File: src/rtl/pipe_io_pkg.sv
// Shared constants for the MEM-stage I/O window: register offsets, TCTL bit
// positions and the port-count ceiling.
package pipe_io_pkg;
  localparam int IO_ADDR_W = 8;
  localparam int MAX_PORTS = 16;
  localparam int IDX_W     = $clog2(MAX_PORTS);

  localparam logic [IO_ADDR_W-1:0] IN_BASE  = 8'h00;
  localparam logic [IO_ADDR_W-1:0] OUT_BASE = 8'h40;
  localparam logic [IO_ADDR_W-1:0] CHG_OFS  = 8'h80;
  localparam logic [IO_ADDR_W-1:0] MASK_OFS = 8'h84;
  localparam logic [IO_ADDR_W-1:0] TCNT_OFS = 8'h88;
  localparam logic [IO_ADDR_W-1:0] TCMP_OFS = 8'h8C;
  localparam logic [IO_ADDR_W-1:0] TCTL_OFS = 8'h90;

  localparam int TCTL_EN    = 0;
  localparam int TCTL_AR    = 1;
  localparam int TCTL_MATCH = 2;
endpackage

File: src/rtl/pipe_io_if.sv
// Single-cycle read/write bus between the MEM stage (master) and the I/O
// controller (slave); io_rdata is combinational.
interface pipe_io_if
  import pipe_io_pkg::*;
#(
  parameter int DATA_W = 32
);
  logic                 io_sel;
  logic                 io_we;
  logic                 io_re;
  logic [IO_ADDR_W-1:0] io_addr;
  logic [DATA_W-1:0]    io_wdata;
  logic [DATA_W-1:0]    io_rdata;

  modport master (output io_sel, io_we, io_re, io_addr, io_wdata, input io_rdata);
  modport slave  (input io_sel, io_we, io_re, io_addr, io_wdata, output io_rdata);
endinterface

File: src/rtl/pipe_io_sync.sv
// Two-flop input synchroniser followed by a previous-value flop; chg_o pulses
// for one cycle whenever the synchronised value moves.
module pipe_io_sync #(
  parameter int DATA_W = 32
) (
  input  logic              clock,
  input  logic              resetn,
  input  logic [DATA_W-1:0] d_i,
  output logic [DATA_W-1:0] q_o,
  output logic              chg_o
);
  logic [DATA_W-1:0] s1_q, s2_q, prev_q;

  always_ff @(posedge clock) begin
    if (!resetn) begin
      s1_q   <= '0;
      s2_q   <= '0;
      prev_q <= '0;
    end else begin
      s1_q   <= d_i;
      s2_q   <= s1_q;
      prev_q <= s2_q;
    end
  end

  assign q_o   = s2_q;
  assign chg_o = (s2_q != prev_q);
endmodule

File: src/rtl/pipe_io_ctrl.sv
// Memory-mapped I/O controller: N_IN synchronised inputs with sticky change
// flags, N_OUT output registers, masked interrupt; compare timer under PIPE_IO_TIMER_EN.
module pipe_io_ctrl
  import pipe_io_pkg::*;
#(
  parameter int DATA_W = 32,
  parameter int N_IN   = 2,
  parameter int N_OUT  = 2
) (
  input  logic                    clock,
  input  logic                    resetn,
  pipe_io_if.slave                bus,
  input  logic [N_IN*DATA_W-1:0]  in_port,
  output logic [N_OUT*DATA_W-1:0] out_port,
  output logic                    io_irq
);
  logic [N_IN-1:0][DATA_W-1:0]  in_sync;
  logic [N_IN-1:0]              chg_pulse;
  logic [N_OUT-1:0][DATA_W-1:0] out_q, out_d;
  logic [N_IN-1:0]              chg_q, chg_d, mask_q, mask_d;

  logic                 wr, rd, in_bank, out_bank;
  logic [IO_ADDR_W-1:0] a_w;
  logic [IDX_W-1:0]     idx;

  assign wr       = bus.io_sel & bus.io_we;
  assign rd       = bus.io_sel & bus.io_re;
  assign a_w      = {bus.io_addr[IO_ADDR_W-1:2], 2'b00};
  assign idx      = bus.io_addr[IDX_W+1:2];
  assign in_bank  = (a_w[7:6] == IN_BASE[7:6]);
  assign out_bank = (a_w[7:6] == OUT_BASE[7:6]);

  for (genvar gi = 0; gi < N_IN; gi++) begin : g_sync
    pipe_io_sync #(.DATA_W(DATA_W)) u_sync (
      .clock  (clock),
      .resetn (resetn),
      .d_i    (in_port[gi*DATA_W +: DATA_W]),
      .q_o    (in_sync[gi]),
      .chg_o  (chg_pulse[gi])
    );
  end

  always_comb begin
    out_d  = out_q;
    mask_d = mask_q;
    if (wr && out_bank)
      for (int i = 0; i < N_OUT; i++)
        if (idx == IDX_W'(i)) out_d[i] = bus.io_wdata;
    if (wr && a_w == MASK_OFS) mask_d = N_IN'(bus.io_wdata);
    // A fresh change on the clearing edge must survive, so OR the pulse in last.
    chg_d = ((rd && a_w == CHG_OFS) ? '0 : chg_q) | chg_pulse;
  end

  always_ff @(posedge clock) begin
    if (!resetn) begin
      out_q  <= '0;
      chg_q  <= '0;
      mask_q <= '0;
    end else begin
      out_q  <= out_d;
      chg_q  <= chg_d;
      mask_q <= mask_d;
    end
  end

  assign out_port = out_q;

`ifdef PIPE_IO_TIMER_EN
  logic [DATA_W-1:0] tcnt_q, tcnt_d, tcmp_q, tcmp_d;
  logic [2:0]        tctl_q, tctl_d;
  logic              match_set, ctl_wr;

  assign match_set = tctl_q[TCTL_EN] && (tcnt_q == tcmp_q);
  assign ctl_wr    = wr && (a_w == TCTL_OFS);

  always_comb begin
    tcnt_d = tcnt_q;
    tcmp_d = tcmp_q;
    tctl_d = tctl_q;
    if (match_set)
      tcnt_d = tctl_q[TCTL_AR] ? '0 : tcnt_q + DATA_W'(1);
    else if (tctl_q[TCTL_EN])
      tcnt_d = tcnt_q + DATA_W'(1);
    if (wr && a_w == TCNT_OFS) tcnt_d = bus.io_wdata;
    if (wr && a_w == TCMP_OFS) tcmp_d = bus.io_wdata;
    if (ctl_wr) begin
      tctl_d[TCTL_EN] = bus.io_wdata[TCTL_EN];
      tctl_d[TCTL_AR] = bus.io_wdata[TCTL_AR];
    end
    tctl_d[TCTL_MATCH] = (tctl_q[TCTL_MATCH] & ~(ctl_wr & bus.io_wdata[TCTL_MATCH])) | match_set;
  end

  always_ff @(posedge clock) begin
    if (!resetn) begin
      tcnt_q <= '0;
      tcmp_q <= '0;
      tctl_q <= '0;
    end else begin
      tcnt_q <= tcnt_d;
      tcmp_q <= tcmp_d;
      tctl_q <= tctl_d;
    end
  end

  assign io_irq = (|(chg_q & mask_q)) | (tctl_q[TCTL_MATCH] & tctl_q[TCTL_EN]);
`else
  assign io_irq = |(chg_q & mask_q);
`endif

  always_comb begin
    bus.io_rdata = '0;
    if (in_bank)
      for (int i = 0; i < N_IN; i++)
        if (idx == IDX_W'(i)) bus.io_rdata = in_sync[i];
    if (out_bank)
      for (int i = 0; i < N_OUT; i++)
        if (idx == IDX_W'(i)) bus.io_rdata = out_q[i];
    case (a_w)
      CHG_OFS:  bus.io_rdata = DATA_W'(chg_q);
      MASK_OFS: bus.io_rdata = DATA_W'(mask_q);
`ifdef PIPE_IO_TIMER_EN
      TCNT_OFS: bus.io_rdata = tcnt_q;
      TCMP_OFS: bus.io_rdata = tcmp_q;
      TCTL_OFS: bus.io_rdata = DATA_W'(tctl_q);
`endif
      default: ;
    endcase
  end
endmodule

File: src/flat_wrapper.sv
// flat-port wrapper written by rule: the top's interface ports become plain ports
module pipe_io_ctrl_flat import pipe_io_pkg::*;
#(
  parameter int DATA_W = 32,
  parameter int N_IN   = 2,
  parameter int N_OUT  = 2
)
  (clock, resetn, in_port, out_port, io_irq, bus_io_sel, bus_io_we, bus_io_re, bus_io_addr, bus_io_wdata, bus_io_rdata);
  pipe_io_if #(.DATA_W(DATA_W)) bus_i ();
  input  logic clock;
  input  logic resetn;
  input  logic [N_IN*DATA_W-1:0] in_port;
  output logic [N_OUT*DATA_W-1:0] out_port;
  output logic io_irq;
  input wire logic [$bits(bus_i.io_sel)-1:0] bus_io_sel;
  input wire logic [$bits(bus_i.io_we)-1:0] bus_io_we;
  input wire logic [$bits(bus_i.io_re)-1:0] bus_io_re;
  input wire logic [$bits(bus_i.io_addr)-1:0] bus_io_addr;
  input wire logic [$bits(bus_i.io_wdata)-1:0] bus_io_wdata;
  output wire logic [$bits(bus_i.io_rdata)-1:0] bus_io_rdata;
  assign bus_i.io_sel = bus_io_sel;
  assign bus_i.io_we = bus_io_we;
  assign bus_i.io_re = bus_io_re;
  assign bus_i.io_addr = bus_io_addr;
  assign bus_i.io_wdata = bus_io_wdata;
  assign bus_io_rdata = bus_i.io_rdata;
  pipe_io_ctrl #(.DATA_W(DATA_W), .N_IN(N_IN), .N_OUT(N_OUT)) u_core (.clock(clock), .resetn(resetn), .bus(bus_i), .in_port(in_port), .out_port(out_port), .io_irq(io_irq));
endmodule
File: config.mk
export PLATFORM = sky130hd
export DESIGN_NAME = pipe_io_ctrl_flat
export DESIGN_NICKNAME = d
export VERILOG_FILES = /design/src/rtl/pipe_io_pkg.sv /design/src/rtl/pipe_io_if.sv /design/src/rtl/pipe_io_sync.sv /design/src/rtl/pipe_io_ctrl.sv /design/src/flat_wrapper.sv
export SDC_FILE = /design/constraint.sdc
export NUM_CORES = 1
export LEC_CHECK = 0
export BUFFER_PORTS_ARGS = -buffer_cell sky130_fd_sc_hd__clkbuf_2
export CAP_MARGIN = 20
export CORE_ASPECT_RATIO = 1.1
export CORE_MARGIN = 2
export CORE_UTILIZATION = 25
export CTS_CLUSTER_SIZE = 30
export DETAILED_ROUTE_END_ITERATION = 6
export PLACE_DENSITY = 0.49
export RECOVER_POWER = 50
export SLEW_MARGIN = 25
export SYNTH_ARGS = -nofsm -noshare
export SYNTH_HDL_FRONTEND = slang
export SYNTH_SLANG_ARGS = --single-unit
File: constraint.sdc
create_clock -name clock -period 2.6 [get_ports clock]
set_input_delay 0.52 -clock clock [delete_from_list [all_inputs] [get_ports clock]]
set_output_delay 0.52 -clock clock [all_outputs]
set_load 0.005 [all_outputs]
==> flow_summary_export.csv, run 1 <==
group,metric,value,unit
global_route,grt_overflow_total,0,
route,drt_iter0_drc,261,
sta,fin_ws,0.128,ns
finish,seq_area,5200,sq um
sta,worstMarginPinSlew,1.80,ns
logic_synthesis,synth_cell_types,27,
sta,setup_viol,0,
setup_path,crit_path_max_fanout,19,
setup_path,end_kind,"output port",
floorplanning,io_pins,206,
sta,min_period,2.47,ns
cts,clk_pin_slew,0.06,ns
route,routedWlPerCell,17.2,um
placed_design,dp_cells,1539,
cts,cts_tree,"done",
global_route,grt_max_degree,76,
setup_path,required,2.08,ns
floorplanning,fp.coreArea,37200,sq um
setup_path,r2r_start,"u_core.g_sync[1].u_sync.q_o[25]$_SDFF_PN0_",
finish,drive_above_1_share,29.9,%
logic_synthesis,synth_edf_count,0,
logic_synthesis,synth_top_area_share,55.0,%
route,vias,6484,
logic_synthesis,synth_top_flop_cell,"dfxtp_1",
logic_synthesis,synth_warnings,0,
status,failed_checks,"max-capacitance violations, max-slew violations",
placed_design,pre_cts_ws,-0.0117,ns
setup_path,crit_type,"primary input to output port",
setup_path,setup.worst_path.start_class,"primary input",
placed_design,gp_congestion,0.737,
cts,postCtsSetupBuffers,0,
status,status,"finished with violations",
placed_design,placed_area,11200,sq um
finish,design_area,12200,sq um
logic_synthesis,syn-num-nets,983,
logic_synthesis,synth-seq-cells,260,
logic_synthesis,ys_top_cells_by_area,"dfxtp_1, and2_1, mux4_2",
floorplanning,rows,74,
route,viasPerCell,4.07,
cts,cts-buffers-inserted,29,
floorplanning,chipHeight,208,um
setup_path,r2r-end,"u_core.chg_q[1]$_SDFF_PN0_",
sta,maxSlewViolCount,45,
run,max-cap-violations,1,
setup_path,rrSetupSlack,0.79,ns
hold_path,min_path_type,"primary input to flip-flop",
sta,finalCritPeriodShare,95.1,%
finish,instances_no_fill,1594,
power,p_leak,5.23,nW
logic_synthesis,syn_area,9470,sq um
global_route,grtUsageTotal,13.8,%
sta,slew_headroom,-19.9,%
floorplanning,die_w,190,um
cts,cts_root_buf,"clkbuf_16",
sta,timing.fmax,0.405,GHz
route,dr.pass1.iters,4,
route,ant_nets,0,
logic_synthesis,synth_cells,874,
setup_path,critical_path.endpoint,"bus_io_rdata[16]",
power,switching_share,22.1,%
power,clkPwrFrac,46.8,%
route,drc,0,
sta,worst_hold_slack,0.184,ns
finish,area_delta_synth_final,28.3,%
logic_synthesis,seq_area_frac_synth,55.0,%
floorplanning,initial_core_util,25.4,%
finish,multi_input_comb_area,4040,sq um
logic_synthesis,synth_top_cell_by_area,"dfxtp_1",
finish,nFillCells,3877,
power,comb_power_share,5.3,%
placed_design,numPortBuffers,203,
cts,cts_sinks,260,
setup_path,cp-startpoint,"bus_io_addr[7]",
cts,cts_max_path_buffers,3,
logic_synthesis,avgSynthCellArea,10.8,sq um
power,peakVddDrop,450,uV
cts,htreeDepth,1,
power,powerDensity,720,nW/um^2
cts,insertion_delay,0.54,ns
power,p_sw,0.00193,W
global_route,antenna_found_initial,3,
sta,clock_skew,0.00618,ns
global_route,grt_pass1_wl,40.4,mm
power,p_seq_share,47.8,%
sta,rsz0062_at_grt,"no",
placed_design,post-dp-hpwl,20.0,mm
finish,nets,1185,
sta,tns,0,ns
floorplanning,die-area,39500,sq um
logic_synthesis,async_flop_share,0,%
route,drt-total-wl,27.5,mm
global_route,grt_pass1_vias,6462,
setup_path,arrival,1.95,ns
power,internal_power,0.00682,W
sta,hold_viol_final,0,
setup_path,r2r_cells,4,
-- power by group through the flow --
stage	sequential (W)	clock, W	combinational, W
floorplan	0.00424	0	0.000268
global route	0.00420	0.00441	0.000516
CTS	0.00419	0.00424	0.000484
global placement	0.00427	0	0.000480
finish	0.00419	0.00410	0.000467
detailed placement	0.00428	0	0.000482
-- state kept, by name, summed over array words and instances, names as in the netlist --
| register | count |
|---|---|
| u_core.out_port | 64 |
| u_core.g_sync.u_sync.s1_q | 64 |
| u_core.g_sync.u_sync.q_o | 64 |
| u_core.g_sync.u_sync.prev_q | 64 |
| u_core.mask_q | 2 |
| u_core.chg_q | 2 |
-- cell usage after synthesis, types with 9 or more instances --
library cell / n
dfxtp_1: 260
and2_1: 192
nand2_1: 112
xor2_1: 64
a21boi_1: 55
clkbuf_1: 39
nor2b_1: 34
mux4_2: 32
nand2_2: 20
nor4_1: 17
buf_2: 11
a21boi_0: 9
-- per-layer routing --
| metal | global-route usage [%] | vias to the layer above | share of wire (%) |
|---|---|---|---|
| met5 | 0 | - | 0.098 |
| met4 | 3.77 | 4 | 1.9 |
| met3 | 2.43 | 39 | 5.5 |
| met2 | 22.9 | 170 | 47 |
| met1 | 18.3 | 3021 | 46 |
| li1 | - | 3250 | - |
-- cells in the final DEF (no fill, tap or decap) --
cell type / n
nand3_1: 1
nor3_4: 1
inv_1: 1
or3_2: 1
clkinv_2: 7
nor3_1: 1
buf_2: 1
nor4_1: 17
dfxtp_1: 260
or2b_1: 1
nor2b_1: 33
o31a_1: 4
or3_1: 1
clkbuf_1: 8
bufinv_16: 2
nand2_2: 20
mux4_2: 32
nor4_4: 1
nor2_1: 2
and2_0: 31
or4_4: 1
clkbuf_2: 202
clkbuf_8: 8
mux2i_1: 4
buf_12: 12
nor2b_2: 1
nand4_1: 4
buf_4: 9
nand2_1: 112
or4_2: 1
diode_2: 2
xor2_1: 64
clkbuf_16: 29
a21boi_0: 9
and2_1: 161
a21boi_1: 55
a22o_1: 1
-- worst max-delay path, cell delays in order --
cell,delay [ns]
clkbuf_2,0.09
or4_2,0.79
buf_12,0.23
nor2b_2,0.18
clkbuf_2,0.14
-- kinds of logic after synthesis --
group	share of synthesized area (%)
buffers and inverters	2.64
AOI/OAI and AO/OA	5.54
xor gates and xnor gates	5.92
and+or+nand+nor	22.9
DFF	55.0
muxes	8.03
-- through the flow --
stage          utilization, %  total power (W)
3_3_place_gp             30.1          0.00475
2_1_floorplan               -          0.00450
4_1_cts                  32.7          0.00891
5_1_grt                  32.6          0.00912
6_report                 32.6          0.00875
3_5_place_dp             30.1          0.00476
-- final cells by class --
class / count / area share [%]
Tap cell: 494 / 5.09
Timing Repair Buffer: 225 / 10.9
Inverter: 1 / 0.0309
Antenna cell: 2 / 0.0412
Multi-Input combinational cell: 559 / 33.2
Clock buffer: 44 / 7.09
Clock inverter: 9 / 0.783
Sequential cell: 260 / 42.8
-- worst min path at each step --
stage / startpoint / to / slack (ns) / depth (start not counted)
after floorplan: u_core.g_sync[0].u_sync.s1_q[0]$_SDFF_PN0_ / u_core.g_sync[0].u_sync.q_o[0]$_SDFF_PN0_ / 0.41 / 1
after global placement: u_core.g_sync[0].u_sync.s1_q[10]$_SDFF_PN0_ / u_core.g_sync[0].u_sync.q_o[10]$_SDFF_PN0_ / 0.41 / 1
after detailed placement: u_core.g_sync[0].u_sync.s1_q[16]$_SDFF_PN0_ / u_core.g_sync[0].u_sync.q_o[16]$_SDFF_PN0_ / 0.42 / 1
after CTS: in_port[35] / u_core.g_sync[1].u_sync.s1_q[3]$_SDFF_PN0_ / 0.15 / 2
after global routing: in_port[46] / u_core.g_sync[1].u_sync.s1_q[14]$_SDFF_PN0_ / 0.17 / 2
final: in_port[46] / u_core.g_sync[1].u_sync.s1_q[14]$_SDFF_PN0_ / 0.18 / 2
-- what timing repair did --
item / 4_1_cts / 5_1_grt
hold buffers: 0 / 0
resized for setup: 1 / 0
endpoints found under the setup margin: 1 / 0
(Power assumes the default switching activity.)
==> run 2: changes to the inputs <==
--- a/config.mk
+++ b/config.mk
@@ -12,7 +12,7 @@
 export CORE_UTILIZATION = 25
 export CTS_CLUSTER_SIZE = 30
 export DETAILED_ROUTE_END_ITERATION = 6
-export PLACE_DENSITY = 0.49
+export PLACE_DENSITY = 0.5
 export RECOVER_POWER = 50
 export SLEW_MARGIN = 25
 export SYNTH_ARGS = -nofsm -noshare
==> constraint.sdc (replaced) <==
create_clock -name clock -period 2.4 [get_ports clock]
set_input_delay 0.48 -clock clock [delete_from_list [all_inputs] [get_ports clock]]
set_output_delay 0.48 -clock clock [all_outputs]
set_load 0.005 [all_outputs]
==> run 2 against run 1 <==
Net effect: the flow now finishes without violations; final cell count is 0.31% higher; critical path depth stayed put; clock power is 16% higher; worst setup slack better by 0.055 ns; first-iteration DRC count is 6.5% lower; global-route usage hardly changed; sequential share of layout area is 0.31 points lower; utilization is 0.24 points higher; power is 12% higher; flip-flop and latch count stayed put; routed wire length is 0.90% lower; via count is 1.5% higher; critical path type is now flip-flop to output port; highest routed layer unchanged.
==> flow_summary_export.csv, run 2 (synthesis gave the netlist of run 1 again) <==
group,metric,value,unit
status,status,"complete, no violations",
finish,seq_area,5200,sq um
finish,area_delta_synth_final,29.3,%
floorplanning,initial_core_util,25.4,%
sta,setup_viol,0,
placed_design,dp_cells,1544,
setup_path,crit_type,"flip-flop to output port",
floorplanning,rows,74,
floorplanning,fp.coreArea,37200,sq um
finish,layout_commonest_cell,"dfxtp_1",
sta,hold_viol_final,0,
global_route,antenna_found_initial,3,
power,peakVddDrop,525,uV
power,clkPwrFrac,48.5,%
setup_path,setup.worst_path.start_class,"flip-flop",
power,comb_power_share,5.1,%
power,internal_power,0.00764,W
sta,timing.fmax,0.451,GHz
finish,post-route-util,32.9,%
placed_design,gp_congestion,0.735,
placed_design,post-dp-hpwl,20.2,mm
setup_path,end_kind,"output port",
finish,diodes,0,
route,vias,6584,
run,max-cap-violations,0,
global_route,grtUsageTotal,13.8,%
floorplanning,chipHeight,208,um
power,switching_share,21.8,%
global_route,grt_pass1_wl,41.2,mm
route,ant_nets,0,
floorplanning,die_w,190,um
sta,maxSlewViolCount,0,
cts,cts_max_path_buffers,3,
cts,postCtsSetupBuffers,0,
route,viasPerCell,4.12,
finish,multi_input_comb_area,4040,sq um
finish,drive_above_1_share,30.5,%
sta,clock_skew,0.0198,ns
sta,finalCritPeriodShare,92.4,%
power,powerDensity,798,nW/um^2
floorplanning,die-area,39500,sq um
cts,cts_root_buf,"clkbuf_16",
setup_path,arrival,1.74,ns
global_route,grt_max_degree,68,
cts,cts_tree,"done",
sta,min_period,2.22,ns
finish,nets,1191,
cts,cts-buffers-inserted,30,
route,drc,0,
finish,instances_no_fill,1599,
cts,insertion_delay,0.56,ns
power,p_seq_share,46.4,%
hold_path,min_path_type,"primary input to flip-flop",
sta,slew_headroom,28.7,%
cts,htreeDepth,1,
cts,clk_pin_slew,0.06,ns
global_route,grt_pass1_vias,6637,
placed_design,numPortBuffers,203,
cts,cts_sinks,260,
finish,mostFrequentLayoutCells,"dfxtp_1, clkbuf_2, and2_1",
setup_path,rrSetupSlack,0.56,ns
global_route,grt_overflow_total,0,
setup_path,crit_path_max_fanout,3,
route,drt-total-wl,27.2,mm
cts,cts_hold_buffers,0,
power,p_leak,5.27,nW
route,dr.pass1.iters,4,
sta,worstMarginPinSlew,1.07,ns
cts,post_cts_resize_count,2,
sta,rsz0062_at_grt,"no",
finish,nFillCells,3883,
floorplanning,io_pins,206,
route,drt_iter0_drc,244,
setup_path,required,1.92,ns
power,p_sw,0.00213,W
route,routedWlPerCell,17.0,um
==> run 2: cell count changes in the layout (fill, tap and decap cells not counted), sizes merged <==
cell      previous run  this run
clkbuf             247       252
buf                 22        24
clkinv               7         5
diode                2         0
bufinv               2         3
clkinvlp             0         1
==> run 2: metal layers <==
| metal | part of all wire [%] | track usage [%] | vias up |
|---|---|---|---|
| li1 | - | - | 3257 |
| met1 | 45 | 18.6 | 3111 |
| met2 | 47 | 22.7 | 179 |
| met3 | 5.7 | 2.72 | 35 |
| met4 | 1.7 | 3.26 | 2 |
| met5 | 0.048 | 0 | - |
==> run 2: power by group through the flow <==
stage          Sequential (W)  Clock [W]  Combinational, W
3_5_place_dp          0.00463          0          0.000520
4_1_cts               0.00454    0.00490          0.000524
3_3_place_gp          0.00463          0          0.000520
5_1_grt               0.00455    0.00508          0.000555
2_1_floorplan         0.00459          0          0.000290
6_report              0.00453    0.00474          0.000497
==> run 2: final timing paths <==
kind,start,end,cells after the start
worst max-delay path,u_core.g_sync[1].u_sync.q_o[0]$_SDFF_PN0_,bus_io_rdata[0],5
worst min-delay path,in_port[45],u_core.g_sync[1].u_sync.s1_q[13]$_SDFF_PN0_,2
worst max register to register,u_core.g_sync[1].u_sync.q_o[25]$_SDFF_PN0_,u_core.chg_q[1]$_SDFF_PN0_,4
worst min register to register,u_core.g_sync[0].u_sync.s1_q[6]$_SDFF_PN0_,u_core.g_sync[0].u_sync.q_o[6]$_SDFF_PN0_,1
==> run 2: metrics by stage <==
step / total power, W / setup TNS (ns) / hold slack (ns) / setup slack, ns / instance area (sq um)
after floorplan: 0.00488 / 0 / 0.412 / 0.0524 / 9470
after global placement: 0.00515 / -0.516 / 0.414 / -0.163 / 11200
after detailed placement: 0.00515 / -0.812 / 0.418 / -0.170 / 11200
after CTS: 0.00996 / 0 / 0.0979 / 0.136 / 12300
after global routing: 0.0102 / 0 / 0.103 / 0.0871 / 12200
final: 0.00977 / 0 / 0.124 / 0.183 / 12200
==> run 2: worst max-delay path, stage by stage, from the launching register on <==
cell and delay, ns:
dfxtp_1 0.35, mux4_2 0.47, nand2_1 0.08, o31a_1 0.14
nor2_1 0.04, clkbuf_2 0.11
==> run 2: final cells by class <==
| class | instances | area share [%] |
|---|---|---|
| Timing Repair Buffer | 230 | 10.8 |
| Clock inverter | 9 | 1.19 |
| Clock buffer | 46 | 7.44 |
| Multi-Input combinational cell | 559 | 33.0 |
| Tap cell | 494 | 5.05 |
| Sequential cell | 260 | 42.5 |
| Inverter | 1 | 0.0307 |
